--- src/rtl/pipeline_dbg_ctrl.sv ---
`default_nettype none
// +--------------------------------------------------------------------------+
// | pipeline_dbg_ctrl: UART-fed program loader and run/step controller for   |
// | the MIPS pipeline. Optional single-step support: define STEP_MODE_EN.    |
// | Revision: 1.0                                                            |
// +--------------------------------------------------------------------------+
module pipeline_dbg_ctrl #(
   parameter int NB_DATA    = 32,
   parameter int NB_IADDR   = 32,
   parameter int MAX_WORDS  = 256,
   parameter int RST_CYCLES = 2
) (
   input  logic                clk,
   input  logic                i_rst,
   input  logic [7:0]          i_rx_data,
   input  logic                i_rx_valid,
   input  logic                i_pipe_end,
   output logic                o_we_IF,
   output logic [NB_DATA-1:0]  o_instruction_data,
   output logic [NB_IADDR-1:0] o_inst_addr,
   output logic                o_halt,
   output logic                o_pipe_rst_n,
   output logic [2:0]          o_state,
   output logic [31:0]         o_cycle_count,
   output logic                o_done,
   output logic                o_error
);

   localparam logic [2:0] S_IDLE     = 3'd0;
   localparam logic [2:0] S_LOAD     = 3'd1;
   localparam logic [2:0] S_PIPE_RST = 3'd2;
   localparam logic [2:0] S_RUN      = 3'd3;
   localparam logic [2:0] S_STEP     = 3'd4;
   localparam logic [2:0] S_DONE     = 3'd5;

   localparam int NB_BYTES = NB_DATA / 8;
   localparam int NB_BCNT  = (NB_BYTES > 1) ? $clog2(NB_BYTES) : 1;
   localparam int NB_WCNT  = $clog2(MAX_WORDS + 1);
   localparam int NB_RCNT  = $clog2(RST_CYCLES + 1);

   logic [2:0]          state_q, state_d;
   logic                we_q, we_d;
   logic [NB_DATA-1:0]  data_q, data_d;
   logic [NB_IADDR-1:0] iaddr_q, iaddr_d;
   logic                halt_q, halt_d;
   logic                prst_n_q, prst_n_d;
   logic [31:0]         cnt_q, cnt_d;
   logic                done_q, done_d;
   logic                err_q, err_d;
   logic [NB_DATA-1:0]  shift_q, shift_d;
   logic [NB_BCNT-1:0]  bcnt_q, bcnt_d;
   logic [NB_IADDR-1:0] addr_q, addr_d;
   logic [NB_WCNT-1:0]  wcnt_q, wcnt_d;
   logic [NB_RCNT-1:0]  rcnt_q, rcnt_d;

   always_comb begin
      state_d  = state_q;
      we_d     = 1'b0;
      data_d   = data_q;
      iaddr_d  = iaddr_q;
      halt_d   = 1'b1;
      prst_n_d = 1'b1;
      done_d   = 1'b0;
      err_d    = err_q;
      shift_d  = shift_q;
      bcnt_d   = bcnt_q;
      addr_d   = addr_q;
      wcnt_d   = wcnt_q;
      rcnt_d   = rcnt_q;
      // Counts cycles the pipeline actually advanced (halt low), saturating.
      cnt_d    = (!halt_q && cnt_q != 32'hFFFF_FFFF) ? cnt_q + 32'd1 : cnt_q;

      case (state_q)
         S_IDLE: begin
            if (i_rx_valid) begin
               case (i_rx_data)
                  8'h4C: begin
                     state_d = S_LOAD;
                     addr_d  = '0;
                     bcnt_d  = '0;
                     wcnt_d  = '0;
                  end
                  8'h43: begin
                     state_d = S_RUN;
                     halt_d  = 1'b0;
                  end
`ifdef STEP_MODE_EN
                  8'h53: state_d = S_STEP;
`endif
                  default: err_d = 1'b1;
               endcase
            end
         end
         S_LOAD: begin
            if (i_rx_valid) begin
               shift_d = {shift_q[NB_DATA-9:0], i_rx_data};
               bcnt_d  = bcnt_q + NB_BCNT'(1);
               if (bcnt_q == NB_BCNT'(NB_BYTES - 1)) begin
                  bcnt_d  = '0;
                  we_d    = 1'b1;
                  data_d  = shift_d;
                  iaddr_d = addr_q;
                  addr_d  = addr_q + NB_IADDR'(4);
                  wcnt_d  = wcnt_q + NB_WCNT'(1);
                  if (shift_d[NB_DATA-1 -: 6] == 6'b111111) begin
                     state_d  = S_PIPE_RST;
                     prst_n_d = 1'b0;
                     rcnt_d   = '0;
                  end else if (wcnt_q == NB_WCNT'(MAX_WORDS - 1)) begin
                     err_d    = 1'b1;
                     state_d  = S_PIPE_RST;
                     prst_n_d = 1'b0;
                     rcnt_d   = '0;
                  end
               end
            end
         end
         S_PIPE_RST: begin
            cnt_d = '0;
            if (rcnt_q == NB_RCNT'(RST_CYCLES - 1)) begin
               state_d = S_IDLE;
            end else begin
               rcnt_d   = rcnt_q + NB_RCNT'(1);
               prst_n_d = 1'b0;
            end
         end
         S_RUN: begin
            if (i_pipe_end) begin
               state_d = S_DONE;
               done_d  = 1'b1;
            end else begin
               halt_d = 1'b0;
            end
         end
`ifdef STEP_MODE_EN
         S_STEP: begin
            // End of program takes priority over a coincident step request.
            if (i_pipe_end) begin
               state_d = S_DONE;
               done_d  = 1'b1;
            end else if (i_rx_valid && i_rx_data == 8'h53) begin
               halt_d = 1'b0;
            end else if (i_rx_valid && i_rx_data == 8'h43) begin
               state_d = S_RUN;
               halt_d  = 1'b0;
            end
         end
`endif
         S_DONE:  state_d = S_IDLE;
         default: state_d = S_IDLE;
      endcase
   end

   always_ff @(posedge clk) begin
      if (i_rst) begin
         state_q  <= S_IDLE;
         we_q     <= 1'b0;
         data_q   <= '0;
         iaddr_q  <= '0;
         halt_q   <= 1'b1;
         prst_n_q <= 1'b0;
         cnt_q    <= '0;
         done_q   <= 1'b0;
         err_q    <= 1'b0;
         shift_q  <= '0;
         bcnt_q   <= '0;
         addr_q   <= '0;
         wcnt_q   <= '0;
         rcnt_q   <= '0;
      end else begin
         state_q  <= state_d;
         we_q     <= we_d;
         data_q   <= data_d;
         iaddr_q  <= iaddr_d;
         halt_q   <= halt_d;
         prst_n_q <= prst_n_d;
         cnt_q    <= cnt_d;
         done_q   <= done_d;
         err_q    <= err_d;
         shift_q  <= shift_d;
         bcnt_q   <= bcnt_d;
         addr_q   <= addr_d;
         wcnt_q   <= wcnt_d;
         rcnt_q   <= rcnt_d;
      end
   end

   assign o_we_IF            = we_q;
   assign o_instruction_data = data_q;
   assign o_inst_addr        = iaddr_q;
   assign o_halt             = halt_q;
   assign o_pipe_rst_n       = prst_n_q;
   assign o_state            = state_q;
   assign o_cycle_count      = cnt_q;
   assign o_done             = done_q;
   assign o_error            = err_q;

endmodule
`default_nettype wire
--- config.mk ---
export PLATFORM = sky130hd
export DESIGN_NAME = pipeline_dbg_ctrl
export DESIGN_NICKNAME = d
export VERILOG_FILES = /design/src/rtl/pipeline_dbg_ctrl.sv
export SDC_FILE = /design/constraint.sdc
export NUM_CORES = 1
export LEC_CHECK = 0
export BUFFER_PORTS_ARGS = -buffer_cell sky130_fd_sc_hd__buf_2
export CELL_PAD_IN_SITES_DETAIL_PLACEMENT = 0
export CELL_PAD_IN_SITES_GLOBAL_PLACEMENT = 1
export CORE_ASPECT_RATIO = 2
export CORE_MARGIN = 3
export CORE_UTILIZATION = 42
export CTS_CLUSTER_DIAMETER = 30
export DETAILED_ROUTE_END_ITERATION = 10
export PLACE_DENSITY_LB_ADDON = 0.1
export SYNTH_ARGS = -nofsm -noshare
export SYNTH_HDL_FRONTEND = slang
export SYNTH_SLANG_ARGS = --single-unit
export TNS_END_PERCENT = 30
--- constraint.sdc ---
create_clock -name clk -period 2.4 [get_ports clk]
set_input_delay 0.12 -clock clk [delete_from_list [all_inputs] [get_ports clk]]
set_output_delay 0.12 -clock clk [all_outputs]
set_load 0.01 [all_outputs]
-- Word level (Yosys, flattened, before mapping)
Index checks and enable logic that the tools add are counted.
- flip-flop bits (word level): 173
- input bits: 12
- output and inout port bits: 104
- word-level logic and storage cells: 108
- add/subtract/negate cells: 5
- equal/unequal tests: 22
- mux-type cells: 48
- bitwise operators: 3
- reduce and logical (&&, ||, !) cells: 16
- operator list (operator ; count):
    two-way mux 32 bit ; 4
    one-hot mux 32 bit (2 select lines) ; 1
    two-way mux 9 bit ; 4
    adder 32 x 1 -> 32 bit (second input constant) ; 1
    adder 32 x 3 -> 32 bit (second input constant) ; 1
    != test 32 bit (second input constant) ; 1
    two-way mux 3 bit ; 7
    two-way mux 2 bit ; 9
    != test 2 bit (second input constant) ; 9
    one-hot mux 9 bit (2 select lines) ; 1
    == test 8 x 7 -> 1 bit (second input constant) ; 2
    two-way mux 1 bit ; 15
    AND reduction 7 bit ; 2
    one-hot mux 3 bit (4 select lines) ; 1
    AND reduction 5 bit ; 2
    adder 9 x 1 -> 9 bit (second input constant) ; 1
    == test 9 x 8 -> 1 bit (second input constant) ; 1
    one-hot mux 2 bit (2 select lines) ; 2
    == test 3 x 2 -> 1 bit (second input constant) ; 2
    == test 6 bit (second input constant) ; 1
    one-hot mux 1 bit (2 select lines) ; 3
    one-hot mux 3 bit (2 select lines) ; 1
    OR reduction 2 bit ; 3
    adder 2 x 1 -> 2 bit (second input constant) ; 2
    15 further kinds ; 18

-- Logic depth before layout (Yosys ltp)
- depth in word-level cells: 6
- depth in mapped cells: 9
- mapped depth without buffers: 9

-- Worst setup path after synthesis
OpenSTA, ideal clock, no wires.
- kind: reg-to-reg
- start point: register cnt_q[0], in the netlist o_cycle_count[0]
- end point: register cnt_q[28], in the netlist o_cycle_count[28]
- setup time: 0.071 ns
- arrival: 2.020 ns
- required time: 2.329 ns
- setup slack: 0.310 ns
- cell stages (with the launch flop): 8
- buffers on the path: 1
- clock period less this slack: 2.090 ns
- cell sequence: dfxtp_1 > ha_1 > and3_1 > nand2b_1 > or3_1 > clkbuf_2 > or4_1 > a21oi_1
- longest elaborated chain between the ends: 2
- elaborated cells between the ends (all ways): 3
- those cells by class: add/sub: 1; eq/ne: 1; reduce/logical: 1
- ends and longest elaborated chain (item ; RTL line ; source):
    start: declaration ; 47 ; logic [31:0] cnt_q, cnt_d;
    start signal: assignment ; 177 ; cnt_q <= cnt_d;
    parallel branches: the longest is 2 deep, another holds adder 32 x 1 -> 32 bit ; - ;
Parallel ways; which one is timed is not known.
A chain may end at the register's enable or synchronous reset.

-- Worst setup path after layout
- start point: register cnt_q[0], in the netlist o_cycle_count[0]
- end point: register cnt_q[26], in the netlist o_cycle_count[26]
Same word-level chain as after synthesis.

==> metrics.txt <==
Worst-path clk slew 0.07 ns; antenna violations before repair 0; sequential share of the synthesized area 48.0%; worst r2r src o_cycle_count[0]; starting DRC count in detailed routing 225; CP Capture Type flop; final setup violation count 0; Psw 1.53 mW; worst endpoint required time 2.75 ns; Int Power 4.88 mW; Leak 3.25 nW; Max-Cap Viols 0; sequential group share of total power 45.4%; Setup Crit Path Kind flop to flop; Setup Skew 0.00820 ns; status completed; critical path arrival 2.55 ns; Post-CTS Setup Bufs 0; R2R Path End o_cycle_count[26]; logic gate share of total power 7.1%; commonest cells after routing, fill and taps aside nand2_1 (203), dfxtp_1 (169), a21oi_1 (125); Die Span Y 189 um; Worst Setup EP o_cycle_count[26]; initial core utilization 43.1%; fin. max-slew vios 0; clock share of power 47.5%; critical path cell sequence ha_1 -> and3_1 -> nand2b_1 -> or3_4 -> or4_1 -> a21oi_1; RD Place Congestion 0.882; clk sink count 169; worst-path cell with the longest stage delay or4_1; critical path depth 6; worst vdd ir 523 uV; final worst-path cycle share 91.6%; cell area after synthesis 7050 um2; Post-synth EDFFs 0; routed len/inst 16.3 um; layout cells sized above 1 19.2%; ANT cells 0; area grow syn2layout 22.5%; Top Ports 116; via count 6420; Worst Reg-to-Reg Cells 6; post-route design area 8630 um2; Core Rows 66; vias in the first global route 6457; R2R Setup Slk 0.20 ns; Clock Tree Root clkbuf_16; Most used DFF post-synth dfxtp_1; TritonCTS clock tree yes; Setup TNS Final 0 ns; buffers and inverters on the worst path 0; Critical Path Start Type flop; Max stage delay on crit path 0.52 ns; Worst-Skew Late Latency 0.42 ns; final net count 993; CTS HTree Levels 4; Yosys cell types 58; FF+latch count, synth 169; core area 16400 um2; die extent in x 97.6 um; Tmin final 2.20 ns; Post-Place Cell Area 7890 um2; # DRC 0; Syn Inst Count 861; asr flop ratio synth 0%; vias per cell 5.39; IO buf count 113; DP Wirelength 14.7 mm; Max clock buf depth 2; sw frac 23.9%; CP delay by family, top simple AND/OR/NAND/NOR gates; final wirelength 19.4 mm; Worst-Margin Slew 0.832 ns; critical path startpoint o_cycle_count[0]; drt pass-1 iters 7; crit-path max FO 8; yosys warns 0; CTS buffer count 17; pin count of the biggest net entering global routing 58; total grt overflow 0; global-route wire length before repair 32.3 mm; commonest non-fill, non-tap cell in the layout nand2_1; PwrDens 742 nW/um2; Finished Core Util 52.8%; RSZ-0062 raised after global routing false; fmax 455 MHz; worst min-delay path class primary input to flop; Routed Antenna Nets 0; Rel. slew slack 44.3%; Fin. Hold Viols 0; die area 18500 um2; Global Route Usage Sum 21.7%; Synth Area per Inst 8.18 um2
==> worst min-delay path by stage <==
stage,to,from,cells after the start,slack [ns]
2_1_floorplan,shift_q[0],i_rx_data[0],2,0.26
3_3_place_gp,o_instruction_data[0],i_rx_data[0],3,0.40
3_5_place_dp,shift_q[1],i_rx_data[1],3,0.41
4_1_cts,o_state[2],i_pipe_end,3,0.01
5_1_grt,o_state[2],i_pipe_end,3,0.03
6_report,o_state[2],i_pipe_end,3,0.03
==> power groups by stage <==
stage | Clock [mW] | Sequential, mW | Combinational (mW)
global placement | 0 | 2.97 | 0.435
detailed placement | 0 | 2.97 | 0.442
floorplan | 0 | 2.96 | 0.285
finish | 3.04 | 2.91 | 0.453
CTS | 3.12 | 2.91 | 0.454
global route | 3.24 | 2.91 | 0.509
==> worst register-to-register path, stage by stage, from the launching register on <==
cell and delay (ns):
dfxtp_1 0.43, ha_1 0.25, and3_1 0.23, nand2b_1 0.14, or3_4 0.41, or4_1 0.52, a21oi_1 0.15
==> logic make-up after synthesis <==
| family | after synthesis | synth area share, % |
|---|---|---|
| DFF | 169 | 48.0 |
| other | 1 | 0.0532 |
| buffers and inverters | 63 | 3.71 |
| AOI/OAI and AO/OA | 180 | 14.1 |
| adders and majority gates | 6 | 1.07 |
| muxes | 7 | 0.994 |
| xor gates and xnor gates | 31 | 3.85 |
| and+or+nand+nor | 404 | 28.2 |
==> cell type report <==
type / count / area [um2]
tap: 204 / 255
inverter: 8 / 30.0
clock inverter: 15 / 234
clock buffer: 17 / 425
timing repair buffer: 149 / 881
sequential: 169 / 3380
fill: 1625 / 7720
multi-input combinational: 630 / 3420
==> state kept, by name, summed over array words and instances, names as in the netlist <==
| register | count |
|---|---|
| rcnt_q | 2 |
| o_error | 1 |
| o_halt | 1 |
| o_we_IF | 1 |
| o_inst_addr | 30 |
| wcnt_q | 9 |
| o_done | 1 |
| o_cycle_count | 32 |
| addr_q | 30 |
| bcnt_q | 2 |
| o_instruction_data | 32 |
| shift_q | 24 |
| o_state | 3 |
| o_pipe_rst_n | 1 |
==> cells in the mapped netlist (all sizes together) (5+ instances only) <==
cell	instances	area share [%]
nand3	23	1.7
ha	6	1.1
nand3b	5	0.53
and3	7	0.62
and4	6	0.75
nor4	8	0.92
a21oi	125	8.9
o21ai	19	1.3
or3	16	1.4
nand2b	6	0.53
nor4b	8	1.3
mux2i	7	0.99
dfxtp	169	48
nor3	11	0.85
o31ai	14	1.5
or4	14	1.5
inv	8	0.43
nor2	54	2.9
nand4	19	1.8
nand2	204	11
xnor2	28	3.5
buf	13	1.0
clkbuf	42	2.3
==> metal layers <==
layer  vias up  wire (um)  track usage (%)
li1       3216          -                -
met1      3066       6650             20.4
met2       109      11700             44.6
met3        29        556             3.87
met4         0        556             8.64
met5         -          0                0
==> per-stage QoR <==
step           cells  hold slack, ns  setup WS, ns  power (mW)
4_1_cts         1192          0.0110         0.119        6.48
5_1_grt         1192          0.0256        0.0617        6.66
2_1_floorplan    862           0.256         0.310        3.25
3_5_place_dp    1152           0.408         0.158        3.41
6_report        1192          0.0312         0.202        6.40
3_3_place_gp    1152           0.401         0.215        3.40
==> repair_timing <==
item	CTS	global route
gates resized for setup	0	1
endpoints found under the setup margin	0	3
hold buffers	8	0
hold endpoints to repair	16	0
Power figures use the tool's default switching activity.
